`src/rtl/fp_sqrt_ctrl.sv`:
```
// Binary32 square-root control stage: classifies the operand, resolves specials,
// feeds the shared integer square-root engine and rounds/packs its root.
module fp_sqrt_ctrl #(
    parameter int SQ_W = 50
) (
    input  logic            clk_i,
    input  logic            reset_i,
    input  logic            start_i,
    input  logic [31:0]     a_i,
    input  logic [2:0]      rm_i,
    output logic            busy_o,
    output logic            valid_o,
    output logic [31:0]     result_o,
    output logic [4:0]      flags_o,
    output logic            sq_start_o,
    output logic [SQ_W-1:0] sq_n_o,
    input  logic [SQ_W-1:0] sq_q_i,
    input  logic [SQ_W-1:0] sq_r_i,
    input  logic            sq_valid_i
);

    typedef enum logic [2:0] {
        S_IDLE  = 3'd0,
        S_CHECK = 3'd1,
        S_WAIT  = 3'd2,
        S_ROUND = 3'd3,
        S_DONE  = 3'd4
    } state_t;

    // Zero, subnormal, inf, NaN and any negative operand never reach the engine.
    function automatic logic is_special(input logic [31:0] a);
        return (a[30:23] == 8'd0) || (a[30:23] == 8'hFF) || a[31];
    endfunction

    // Returns {flags, result} for a special operand; subnormals flush to signed zero.
    function automatic logic [36:0] special_pack(input logic [31:0] a);
        logic [36:0] r;
        r = {5'b00000, a};
        if ((a[30:23] == 8'hFF) && (a[22:0] != 23'd0)) begin
            r = {~a[22], 4'b0000, 32'h7FC0_0000};
        end else if (a[30:23] == 8'd0) begin
            r = {5'b00000, a[31], 31'd0};
        end else if (a[31]) begin
            r = {5'b10000, 32'h7FC0_0000};
        end else begin
            r = {5'b00000, a};
        end
        return r;
    endfunction

    // An odd biased exponent already halves evenly, so the mantissa sits one bit lower.
    function automatic logic [SQ_W-1:0] radicand(input logic [31:0] a);
        logic [24:0]     mext;
        logic [SQ_W-1:0] n;
        mext = a[23] ? {1'b0, 1'b1, a[22:0]} : {1'b1, a[22:0], 1'b0};
        n = '0;
        n[49:0] = {mext, 25'd0};
        return n;
    endfunction

    state_t          state_q, state_d;
    logic [31:0]     a_q, a_d;
    logic [2:0]      rm_q, rm_d;
    logic [24:0]     root_q, root_d;
    logic            sticky_q, sticky_d;
    logic [SQ_W-1:0] sq_n_q, sq_n_d;
    logic            sq_start_q, sq_start_d;
    logic            busy_q, busy_d;
    logic            valid_q, valid_d;
    logic [31:0]     result_q, result_d;
    logic [4:0]      flags_q, flags_d;

    logic            guard_s, lsb_s, inc_s, nx_s;
    logic [8:0]      exp_sum_s;
    logic [7:0]      exp_base_s, exp_r_s;
    logic [23:0]     mant_sum_s;
    logic [22:0]     mant_r_s;
    logic [31:0]     round_res_s;
    logic            unused_s;

    assign unused_s = ^{sq_q_i[SQ_W-1:25], root_q[24]};

    // Rounding and packing of the latched root; the result is always positive.
    always_comb begin
        guard_s   = root_q[0];
        lsb_s     = root_q[1];
        nx_s      = guard_s | sticky_q;
        case (rm_q)
            3'd1, 3'd2: inc_s = 1'b0;
            3'd3:       inc_s = guard_s | sticky_q;
            3'd4:       inc_s = guard_s;
            default:    inc_s = guard_s & (sticky_q | lsb_s);
        endcase
        exp_sum_s  = {1'b0, a_q[30:23]} + (a_q[23] ? 9'd127 : 9'd126);
        exp_base_s = exp_sum_s[8:1];
        mant_sum_s = {1'b0, root_q[23:1]} + {23'd0, inc_s};
        if (mant_sum_s[23]) begin
            exp_r_s  = exp_base_s + 8'd1;
            mant_r_s = 23'd0;
        end else begin
            exp_r_s  = exp_base_s;
            mant_r_s = mant_sum_s[22:0];
        end
        round_res_s = {1'b0, exp_r_s, mant_r_s};
    end

    // Next-state and next-output logic of the control FSM.
    always_comb begin
        state_d    = state_q;
        a_d        = a_q;
        rm_d       = rm_q;
        root_d     = root_q;
        sticky_d   = sticky_q;
        sq_n_d     = sq_n_q;
        sq_start_d = 1'b0;
        result_d   = result_q;
        flags_d    = flags_q;
        case (state_q)
            S_IDLE: begin
                if (start_i) begin
                    a_d        = a_i;
                    rm_d       = rm_i;
                    sq_n_d     = radicand(a_i);
                    sq_start_d = ~is_special(a_i);
                    state_d    = S_CHECK;
                end else begin
                    state_d = S_IDLE;
                end
            end
            S_CHECK: begin
                if (is_special(a_q)) begin
                    {flags_d, result_d} = special_pack(a_q);
                    state_d             = S_DONE;
                end else begin
                    state_d = S_WAIT;
                end
            end
            S_WAIT: begin
                if (sq_valid_i) begin
                    root_d   = sq_q_i[24:0];
                    sticky_d = |sq_r_i;
                    state_d  = S_ROUND;
                end else begin
                    state_d = S_WAIT;
                end
            end
            S_ROUND: begin
                result_d = round_res_s;
                flags_d  = {4'b0000, nx_s};
                state_d  = S_DONE;
            end
            S_DONE:  state_d = S_IDLE;
            default: state_d = S_IDLE;
        endcase
        busy_d  = (state_d != S_IDLE);
        valid_d = (state_d == S_DONE);
    end

    // State and output registers; reset aborts any operation in flight.
    always_ff @(posedge clk_i or negedge reset_i) begin
        if (!reset_i) begin
            state_q    <= S_IDLE;
            a_q        <= 32'd0;
            rm_q       <= 3'd0;
            root_q     <= 25'd0;
            sticky_q   <= 1'b0;
            sq_n_q     <= '0;
            sq_start_q <= 1'b0;
            busy_q     <= 1'b0;
            valid_q    <= 1'b0;
            result_q   <= 32'd0;
            flags_q    <= 5'd0;
        end else begin
            state_q    <= state_d;
            a_q        <= a_d;
            rm_q       <= rm_d;
            root_q     <= root_d;
            sticky_q   <= sticky_d;
            sq_n_q     <= sq_n_d;
            sq_start_q <= sq_start_d;
            busy_q     <= busy_d;
            valid_q    <= valid_d;
            result_q   <= result_d;
            flags_q    <= flags_d;
        end
    end

    assign busy_o     = busy_q;
    assign valid_o    = valid_q;
    assign result_o   = result_q;
    assign flags_o    = flags_q;
    assign sq_start_o = sq_start_q;
    assign sq_n_o     = sq_n_q;

endmodule

```
`config.mk`:
```
export PLATFORM = sky130hd
export DESIGN_NAME = fp_sqrt_ctrl
export DESIGN_NICKNAME = d
export VERILOG_FILES = /design/src/rtl/fp_sqrt_ctrl.sv
export SDC_FILE = /design/constraint.sdc
export NUM_CORES = 1
export LEC_CHECK = 0
export BUFFER_PORTS_ARGS = -buffer_cell sky130_fd_sc_hd__buf_2
export CAP_MARGIN = 30
export CELL_PAD_IN_SITES_DETAIL_PLACEMENT = 1
export CELL_PAD_IN_SITES_GLOBAL_PLACEMENT = 2
export CORE_ASPECT_RATIO = 2
export CORE_MARGIN = 5
export CORE_UTILIZATION = 26
export CTS_CLUSTER_DIAMETER = 60
export DETAILED_ROUTE_END_ITERATION = 8
export PLACE_DENSITY_LB_ADDON = 0.2
export RECOVER_POWER = 25
export SLEW_MARGIN = 15
export SYNTH_ARGS = -nofsm -noshare
export SYNTH_HDL_FRONTEND = slang
export SYNTH_SLANG_ARGS = --single-unit
export TNS_END_PERCENT = 20
```
`constraint.sdc`:
```
create_clock -name clk_i -period 2.2 [get_ports clk_i]
set_input_delay 0.11 -clock clk_i [delete_from_list [all_inputs] [get_ports clk_i]]
set_output_delay 0.11 -clock clk_i [all_outputs]
set_load 0.05 [all_outputs]
```
==> results of run 1 <==
## layout make-up
cell class	count	share of cell area [%]
Clock buffer	25	5.79
Clock inverter	6	1.49
Inverter	10	0.487
Multi-Input combinational cell	473	32.6
Sequential cell	125	35.8
Tap cell	287	4.11
Timing Repair Buffer	258	19.7
## flip-flops by register name (all words and copies together), names as in the netlist
name and flops:
a_q 32, rm_q 3, sq_n_o 25, flags_o 2, sticky_q 1, state_q 3
result_o 32, busy_o 1, root_q 24, sq_start_o 1, valid_o 1
## worst min-delay path, stage by stage
cell     delay [ns]
buf_2          0.07
nor4_1         0.03
nand4_1        0.07
o32a_1         0.15
## timing repair
item,in CTS,in global routing
hold endpoints to repair,165,0
endpoints found under the setup margin,8,32
resized for setup,3,27
buffers inserted,0,1
hold buffers,61,0
gates cloned,0,1
pin swaps,0,8
## per-stage QoR
stage	setup TNS (ns)	utilization (%)	instances	power (mW)	hold slack [ns]
finish	-0.692	36.9	1184	13.3	0.0531
global route	-10.97	36.9	1184	14.3	0.0680
CTS	-0.0182	36.7	1182	13.5	0.0263
detailed placement	-0.256	31.3	1090	10.2	0.00521
global placement	-0.0968	31.3	1090	10.1	0.00592
floorplan	-0.0160	-	665	8.51	-0.186
## cells in the final DEF, fill, tap and decap left out, types with 15 or more instances in the layout
cell           instances
mux2_2                22
conb_1                28
o21ai_0               36
buf_4                 18
buf_2                173
dlygate4sd3_1         61
nand2_1              168
nor2_1                19
o21ai_1               18
clkbuf_16             17
dfrtp_1              125
nand3_1               15
nor4_1                20
xor2_1                20
nand4_1               15
mux2i_1               24
## per-layer routing
| metal | vias up | part of all wire, % | GRT usage (%) |
|---|---|---|---|
| met3 | 23 | 5.3 | 3.87 |
| met2 | 149 | 50 | 23.3 |
| met5 | - | 0 | 0 |
| met1 | 2583 | 43 | 17.3 |
| li1 | 2620 | - | - |
| met4 | 0 | 1.8 | 5.51 |
## how the worst max path moves through the flow
stage / from / endpoint / slack (ns) / depth (start not counted)
CTS: rm_q[1] / result_o[24] / -0.02 / 11
detailed placement: rm_q[1] / result_o[14] / -0.07 / 12
global route: rm_q[1] / result_o[24] / -0.26 / 11
global placement: rm_q[1] / result_o[20] / -0.04 / 12
finish: rm_q[1] / result_o[24] / -0.10 / 11
floorplan: rm_q[1] / result_o[24] / -0.02 / 12
## power breakdown
group	internal, mW	total (mW)	switching (mW)
sequential	3.40	4.30	0.908
clock	2.04	3.04	1.00
combinational	1.97	5.99	4.02
total	7.40	13.3	5.93
## kinds of logic after synthesis
logic type                 after synthesis  share of synthesized area [%]
and+or+nand+nor                        277                           21.1
other                                    1                         0.0607
AOI/OAI and AO/OA                       83                           8.14
buffers and inverters                   68                           6.44
muxes                                   47                           8.08
DFF                                    125                           50.6
xor gates and xnor gates                31                           4.39
adders and majority gates                6                           1.21
==> reports/results.ini, run 1 <==
[run_status]
status = finished, violations left
violations = max-capacitance violations, max-slew violations, negative setup slack

[yosys]
synth_flop_cell = dfrtp_1
postSynthCellCount = 638
yosysTopAreaCellShare_pct = 50.6
ys_types = 53
synth.avg_cell_area_um2 = 9.69
seq_area_frac_synth_pct = 50.6
synth_area_leaders = dfrtp_1, nand2_1, o21ai_0
syn_area_mm2 = 0.00618
yosys_warnings = 0
ys_ff_latch = 125
yosys-top-cells-count = nand2_1, dfrtp_1, o21ai_0
ys_async_sr_fraction_pct = 100
yosysMostFrequentCell = nand2_1
synth_edf_count = 0
yosys.area.top_type = dfrtp_1

[critical_path]
crit_path_end_kind = flip-flop
r2r-end = result_o[24]
critPathMaxStageDelay_ns = 0.41
rrSetupSlack_ns = -0.10
crit_path_max_fanout = 6
crit_arrival_ns = 2.61
crit_type = reg -> reg
required_ns = 2.51
critPathSlowestCell = dfrtp_1
r2r-start = rm_q[1]
worstPathBufferInverterCount = 0
reg2regPathDepth = 11
cp_cell_sequence = nor2_1, o22a_1, o21ai_1, nand2_1, ha_4, nand3_4, nor4_4, and3_4, mux2_4, o22ai_2, a21oi_1
cp_top_family = simple AND/OR/NAND/NOR gates
start_kind = flip-flop

[cells_and_area]
synthToLayoutAreaGrowth_pct = 41.2
ff_latch_area_mm2 = 0.00313
antenna_cells = 0
finish.instance_area_mm2 = 0.00873
drive_gt1_share_pct = 30.7
fillers = 2722
multiInputGateArea_mm2 = 0.00285
final_nets = 1030

[placement]
port_buffers = 174
place_congestion = 0.777
placed_cell_area_mm2 = 0.00740
pre_cts_ws_ns = -0.0731
hpwl_um = 13400

[drt]
drc = 0
first_pass_iters = 4
wl_per_cell_um = 15.9
dr_total_vias = 5375
via_per_inst = 4.54
drtIter0Drc = 131
routed_wl_um = 18900
postRouteAntennaNets = 0

[timing]
rsz0062_at_grt = true
slew_headroom_pct = -10.7
fin_ws_ns = -0.105
drv_slew = 29
clock-skew-final_ns = 0.00862
period_needed_ns = 2.30
max_freq_ghz = 0.434
finalHoldViolCount = 0
worst_pin_slew_ns = 1.66
setup_viol = 23
fin_crit_sh_pct = 105

[min_path]
hold_depth = 4
hold_start = sq_r_i[37]
min_to = sticky_q
hold_path.class = in -> reg

[grt]
grt_pass1_wl_um = 30600
grt.overflow.total = 0
grt_max_degree = 80
grt_use_total_pct = 14.1
grt_pass1_vias = 5880
antenna_found_initial = 0

[power_and_ir_drop]
pwr_density_cell_mw_per_mm2 = 1530
power.leakage_nw = 4.20
peakVddDrop_v = 0.000645

[die]
num_rows = 80
start_util_pct = 26.2
core_mm2 = 0.0236
die_area_mm2 = 0.0271
fp.dieW_um = 119
num_io_pins = 229
fp.dieH_um = 228

[clocking]
clk_pin_slew_ns = 0.05
root_buffer = clkbuf_16
clockBufferDepth = 2
clock-sinks = 125
htree_levels = 4
clk_latency_ns = 0.43
cts_tree = built
cts_buffers = 17

[flow_run]
timing.max_cap.violations = 1

No activity file was read; power rests on OpenSTA's default activity.
==> run 2, diff against run 1 <==
- CORE_ASPECT_RATIO: 2 -> not set
- PLACE_DENSITY_LB_ADDON: 0.2 -> 0.1
==> run 2 against run 1 <==
  * The flow still finishes with violations (max-capacitance violations, max-slew violations, negative setup slack)
  * Worst setup slack improved by 0.0099 ns
  * Wire length increased by 3.8%
  * Via count decreased by 0.32%
  * Largest cell class unchanged
==> reports/results.ini, run 2 (synthesized netlist as in run 1, its figures left out) <==
[grt]
grt_max_degree = 126  ; +57%
grt_pass1_vias = 5929  ; +0.83%
antenna_found_initial = 1  ; +1
grt_use_total_pct = 14.6  ; +0.55 points
grt_pass1_wl_um = 31300  ; +2.3%
grt.overflow.total = 0  ; unchanged

[power_and_ir_drop]
power.leakage_nw = 4.18  ; -0.58%
power_mw = 13.3  ; -0.24%
peakVddDrop_v = 0.000853  ; +32%
pwr_density_cell_mw_per_mm2 = 1520  ; -0.25%

[critical_path]
start_kind = flip-flop
rrSetupSlack_ns = -0.09  ; about the same
required_ns = 2.49  ; -0.02 ns
critPathMaxStageDelay_ns = 0.40  ; about the same
reg2regPathDepth = 11  ; unchanged
cp_cell_sequence = nor2_1, o22a_1, o21ai_1, nand2_1, ha_4, nand3_4, nor4_4, and3_2, mux2_4, o22ai_2, a21oi_1
crit_path_max_fanout = 5  ; -1
crit_path_end_kind = flip-flop
crit_arrival_ns = 2.59  ; -0.02 ns
critPathSlowestCell = dfrtp_1
crit_type = reg -> reg

[die]
fp.dieH_um = 164  ; -28%
start_util_pct = 26.3  ; +0.17 points
num_io_pins = 229  ; unchanged
core_mm2 = 0.0235  ; -0.64%
num_rows = 56  ; -30%
die_area_mm2 = 0.0270  ; -0.69%
fp.dieW_um = 164  ; +38%

[cells_and_area]
multiInputGateArea_mm2 = 0.00283  ; -0.79%
drive_gt1_share_pct = 31.1  ; +0.42 points
final_cell_mix = buf_2, nand2_1, dfrtp_1
ff_latch_area_mm2 = 0.00313  ; unchanged
finish.instance_area_mm2 = 0.00873  ; about the same
final_common_cell = buf_2
fillers = 2730  ; +0.29%
final_nets = 1033  ; +0.29%
synthToLayoutAreaGrowth_pct = 41.2  ; about the same

[timing]
fin_crit_sh_pct = 104  ; -0.45 points
finalSetupTns_ns = -0.938  ; -0.246 ns
max_freq_ghz = 0.436  ; +0.43%
slew_headroom_pct = -11.6  ; -0.97 points
drv_slew = 126  ; +330%
worst_pin_slew_ns = 1.67  ; +0.0145 ns
period_needed_ns = 2.29  ; -0.00985 ns
finalHoldViolCount = 0  ; unchanged
setup_viol = 25  ; +8.7%
fin_ws_ns = -0.0948  ; +0.00985 ns
clock-skew-final_ns = 0.0134  ; +0.00473 ns
rsz0062_at_grt = true

[clocking]
clock-sinks = 125  ; unchanged
root_buffer = clkbuf_16
cts_tree = built
clk_latency_ns = 0.42  ; about the same
clk_pin_slew_ns = 0.06  ; about the same
cts_buffers = 17  ; unchanged
clockBufferDepth = 2  ; unchanged
htree_levels = 4  ; unchanged

[placement]
port_buffers = 174  ; unchanged
place_congestion = 0.780  ; +0.40%
placed_cell_area_mm2 = 0.00744  ; +0.54%
pre_cts_ws_ns = -0.0968  ; -0.0237 ns
hpwl_um = 14200  ; +5.6%

[drt]
first_pass_iters = 4  ; unchanged
wl_per_cell_um = 16.0  ; +0.66%
via_per_inst = 4.39  ; -3.3%
drtIter0Drc = 160  ; +22%
drc = 0  ; unchanged
routed_wl_um = 19600  ; +3.8%
dr_total_vias = 5358  ; -0.32%
postRouteAntennaNets = 0  ; unchanged

[flow_run]
timing.max_cap.violations = 1  ; unchanged

[min_path]
hold_depth = 3  ; -1
hold_path.class = in -> reg

[run_status]
violations = max-capacitance violations, max-slew violations, negative setup slack
status = finished, violations left

==> run 2: cell types whose count changed in the layout (fill, tap and decap cells not counted), moves of 3 or more <==
cell        delta
o21ai_1       -15
clkbuf_1       -3
buf_4          +8
clkbuf_8       -4
o21ai_0       +15
buf_12         -3
clkinvlp_4     +7
==> run 2: final timing paths <==
| path | endpoint | start |
|---|---|---|
| setup / recovery | result_o[24] | rm_q[1] |
| hold / removal | sticky_q | sq_r_i[19] |
| setup reg to reg | result_o[24] | rm_q[1] |
| hold reg to reg | sq_n_o[25] | sq_n_o[25] |
| max in group asynchronous | sq_n_o[36] | reset_i |
| min in group asynchronous | result_o[15] | reset_i |
==> run 2: repair_timing <==
action	CTS	global route
hold buffers	59	0
hold endpoints to repair	187	0
pin swaps	2	1
cloned	0	1
setup endpoints to repair	24	32
setup buffers	1	1
resized for setup	4	7
==> run 2: through the flow <==
stage	std cells	hold slack [ns]	utilization (%)
6_report	1221	0.0441	37.2
5_1_grt	1221	0.0633	37.2
4_1_cts	1218	0.0406	37.0
3_5_place_dp	1126	0.286	31.7
3_3_place_gp	1126	0.278	31.7
2_1_floorplan	665	-0.186	-
==> run 2: routing by layer <==
| layer | up-vias | wire length [µm] | global-route usage (%) |
|---|---|---|---|
| met1 | 2592 | 8420 | 18.2 |
| met5 | - | 0 | 0 |
| met4 | 0 | 133 | 3.01 |
| met3 | 10 | 1030 | 4.42 |
| met2 | 117 | 10000 | 25.2 |
| li1 | 2639 | - | - |
==> run 2: worst max-delay path: cells and delay by family, from the launching register on <==
family                     cells  cell delay [ns]
and+or+nand+nor                5             0.94
adders and majority gates      1             0.16
DFF                            1             0.40
muxes                          1             0.32
AOI/OAI and AO/OA              4             0.34
==> run 2: final cells by class <==
class | instances | share of cell area [%]
clock buffers | 19 | 5.07
inverters | 10 | 0.487
well taps | 319 | 4.57
repair buffers | 261 | 19.5
flip-flops and latches | 125 | 35.8
multi-input cells | 473 | 32.4
clock inverters | 13 | 2.18
diodes | 1 | 0.0287
==> run 2: report_power, final <==
part           internal, mW  total (mW)  leakage [nW]  switching, mW
combinational          1.95        6.01          2.35           4.06
sequential             3.39        4.28          1.54          0.890
clock                  1.93        3.01         0.284           1.09
total                  7.27        13.3          4.18           6.03
==> run 3, diff against run 2 <==
- REMOVE_ABC_BUFFERS: not set -> 1
==> run 3 against run 2 <==
  * Register-to-register slack improved by 0.08 ns
  * Critical path depth rose by 1
  * Worst hold slack gained 0.0022 ns
  * The flow still finishes with violations (max-capacitance violations, max-slew violations, negative setup slack)
  * Die area unchanged
  * Clock power decreased by 7.0%
  * Worst setup slack better by 0.085 ns
  * Global-route usage up 0.37 points
  * Via count increased by 2.3%
  * Clock-buffer cell count decreased by 1
  * Sequential share of layout area fell by 0.43 points
==> reports/results.ini, run 3 (synthesized netlist as in run 1, its figures left out) <==
[clocking]
root_buffer = clkbuf_16
clock-sinks = 125  ; unchanged
clk_pin_slew_ns = 0.06  ; about the same
htree_levels = 4  ; unchanged
clockBufferDepth = 2  ; unchanged
cts_tree = built
cts_buffers = 17  ; unchanged
clk_latency_ns = 0.42  ; about the same

[timing]
whs_ns = 0.0462  ; +0.00215 ns
worst_pin_slew_ns = 1.78  ; +0.105 ns
clock-skew-final_ns = 0.00998  ; -0.00337 ns
period_needed_ns = 2.21  ; -0.0846 ns
fin_crit_sh_pct = 100  ; -3.8 points
finalHoldViolCount = 0  ; unchanged
max_freq_ghz = 0.452  ; +3.8%
rsz0062_at_grt = true
fin_ws_ns = -0.0102  ; +0.0846 ns
drv_slew = 29  ; -77%
slew_headroom_pct = -18.6  ; -7.0 points
setup_viol = 1  ; -96%
finalSetupTns_ns = -0.0102  ; +0.928 ns

[cells_and_area]
drive_gt1_share_pct = 33.0  ; +1.9 points
synthToLayoutAreaGrowth_pct = 43.1
final_cell_mix = buf_2, nand2_1, dfrtp_1
final_common_cell = buf_2
antenna_cells = 0  ; -1
finish.instance_area_mm2 = 0.00884  ; +1.3%
final_nets = 1042  ; +0.87%

[drt]
postRouteAntennaNets = 0  ; unchanged
dr_wl_met2_um = 10200  ; +1.7%
first_pass_iters = 4  ; unchanged
wl_per_cell_um = 16.0  ; about the same
drtIter0Drc = 165  ; +3.1%
drc = 0  ; unchanged
routed_wl_um = 19700  ; +0.59%
top_layer = met4
wl_met3_um = 762  ; -26%
via_per_inst = 4.46  ; +1.7%
dr_total_vias = 5482  ; +2.3%
wl_met1_um = 8610  ; +2.3%

[placement]
placed_cell_area_mm2 = 0.00750  ; +0.72%
place_congestion = 0.761  ; -2.4%
port_buffers = 174  ; unchanged
hpwl_um = 14100  ; -0.17%

[critical_path]
required_ns = 2.54  ; +0.05 ns
reg2regPathDepth = 12  ; +1
crit_arrival_ns = 2.55  ; -0.04 ns
crit_cells = 12  ; +1
worstPathBufferInverterCount = 1  ; +1
cp_cell_sequence = nor2_4, o22a_1, o21ai_1, nand2_1, ha_4, nand3_4, nor4_4, and3_4, buf_12, nand3_2, xor2_1, a211oi_2
cp_top_family = simple AND/OR/NAND/NOR gates
critPathSlowestCell = dfrtp_2
critPathMaxStageDelay_ns = 0.44  ; +0.04 ns
crit_path_end_kind = flip-flop
crit_path_max_fanout = 7  ; +2
crit_type = reg -> reg
start_kind = flip-flop

[die]
num_io_pins = 229  ; unchanged
die_area_mm2 = 0.0270  ; unchanged
start_util_pct = 26.3  ; unchanged
core_mm2 = 0.0235  ; unchanged
fp.dieH_um = 164  ; unchanged
num_rows = 56  ; unchanged
fp.dieW_um = 164  ; unchanged

[power_and_ir_drop]
pwr_density_cell_mw_per_mm2 = 1510  ; -1.1%
power_mw = 13.3  ; +0.23%
power.leakage_nw = 4.23  ; +1.1%
peakVddDrop_v = 0.000560  ; -34%

[min_path]
hold_path.class = in -> reg
hold_depth = 3  ; unchanged

[grt]
grt.overflow.total = 0  ; unchanged
grt_pass1_wl_um = 32000  ; +2.3%
grt_pass1_vias = 6189  ; +4.4%
grt_use_total_pct = 15.0  ; +0.37 points
grt_max_degree = 82  ; -35%
antenna_found_initial = 0  ; -1

[flow_run]
timing.max_cap.violations = 1  ; unchanged

[run_status]
status = finished, violations left
violations = max-capacitance violations, max-slew violations, negative setup slack

run 3: cell types whose count changed in the layout (fill, tap and decap cells not counted), sizes merged:
cell / previous run / this run
clkinv: 2 / 6
bufinv: 4 / 2
clkbuf: 20 / 21
inv: 10 / 9
and3: 8 / 7
buf: 201 / 209
diode: 1 / 0
clkinvlp: 7 / 6
run 3: layout make-up:
type                       count  area, µm²
multi-input combinational    472       2890
clock inverter                13        145
tap                          319        399
timing repair buffer         271       1800
sequential                   125       3130
clock buffer                  18        439
fill                        2706      14600
inverter                      10       42.5
run 3: where the power goes:
group,switching [mW],internal [mW]
Clock,1.10,1.69
Combinational,4.13,2.08
Sequential,0.925,3.40
run 3: path summary, 6_finish.rpt:
| path | start | end | slack [ns] |
|---|---|---|---|
| max | rm_q[0] | result_o[29] | -0.01 |
| min | sq_r_i[18] | sticky_q | 0.05 |
| max reg2reg | rm_q[0] | result_o[29] | -0.01 |
| min reg2reg | sq_n_o[48] | sq_n_o[48] | 0.47 |
| max in group asynchronous | reset_i | result_o[15] | 0.31 |
| min in group asynchronous | reset_i | result_o[8] | 0.70 |
run 3: repair_timing:
| action | in CTS | in global routing |
|---|---|---|
| hold endpoints to repair | 87 | 0 |
| hold buffers | 59 | 0 |
| pin swaps | 18 | 8 |
| endpoints found under the setup margin | 31 | 32 |
| setup buffers | 3 | 1 |
| gates resized for setup | 23 | 22 |
| gates cloned | 0 | 0 |
run 3: worst reg2reg max path: stages, from the launching register on:
cell and delay, ns:
dfrtp_2 0.44, nor2_4 0.11, o22a_1 0.13, o21ai_1 0.06, nand2_1 0.11, ha_4 0.16, nand3_4 0.08, nor4_4 0.18
and3_4 0.29, buf_12 0.13, nand3_2 0.07, xor2_1 0.16, a211oi_2 0.21
run 3: stage by stage:
step                worst slack [ns]  util (%)  cells
CTS                           -0.105      37.5   1227
floorplan                     -0.197         -    607
detailed placement            -0.357      31.9   1134
global placement              -0.248      31.9   1134
global route                  -0.192      37.7   1228
finish                       -0.0102      37.7   1228
run 3: per-layer routing:
metal  up-vias  global-route usage, %
met3        15                   2.74
met1      2704                   18.3
li1       2654                      -
met2       109                   27.1
met5         -                      0
met4         0                   4.12
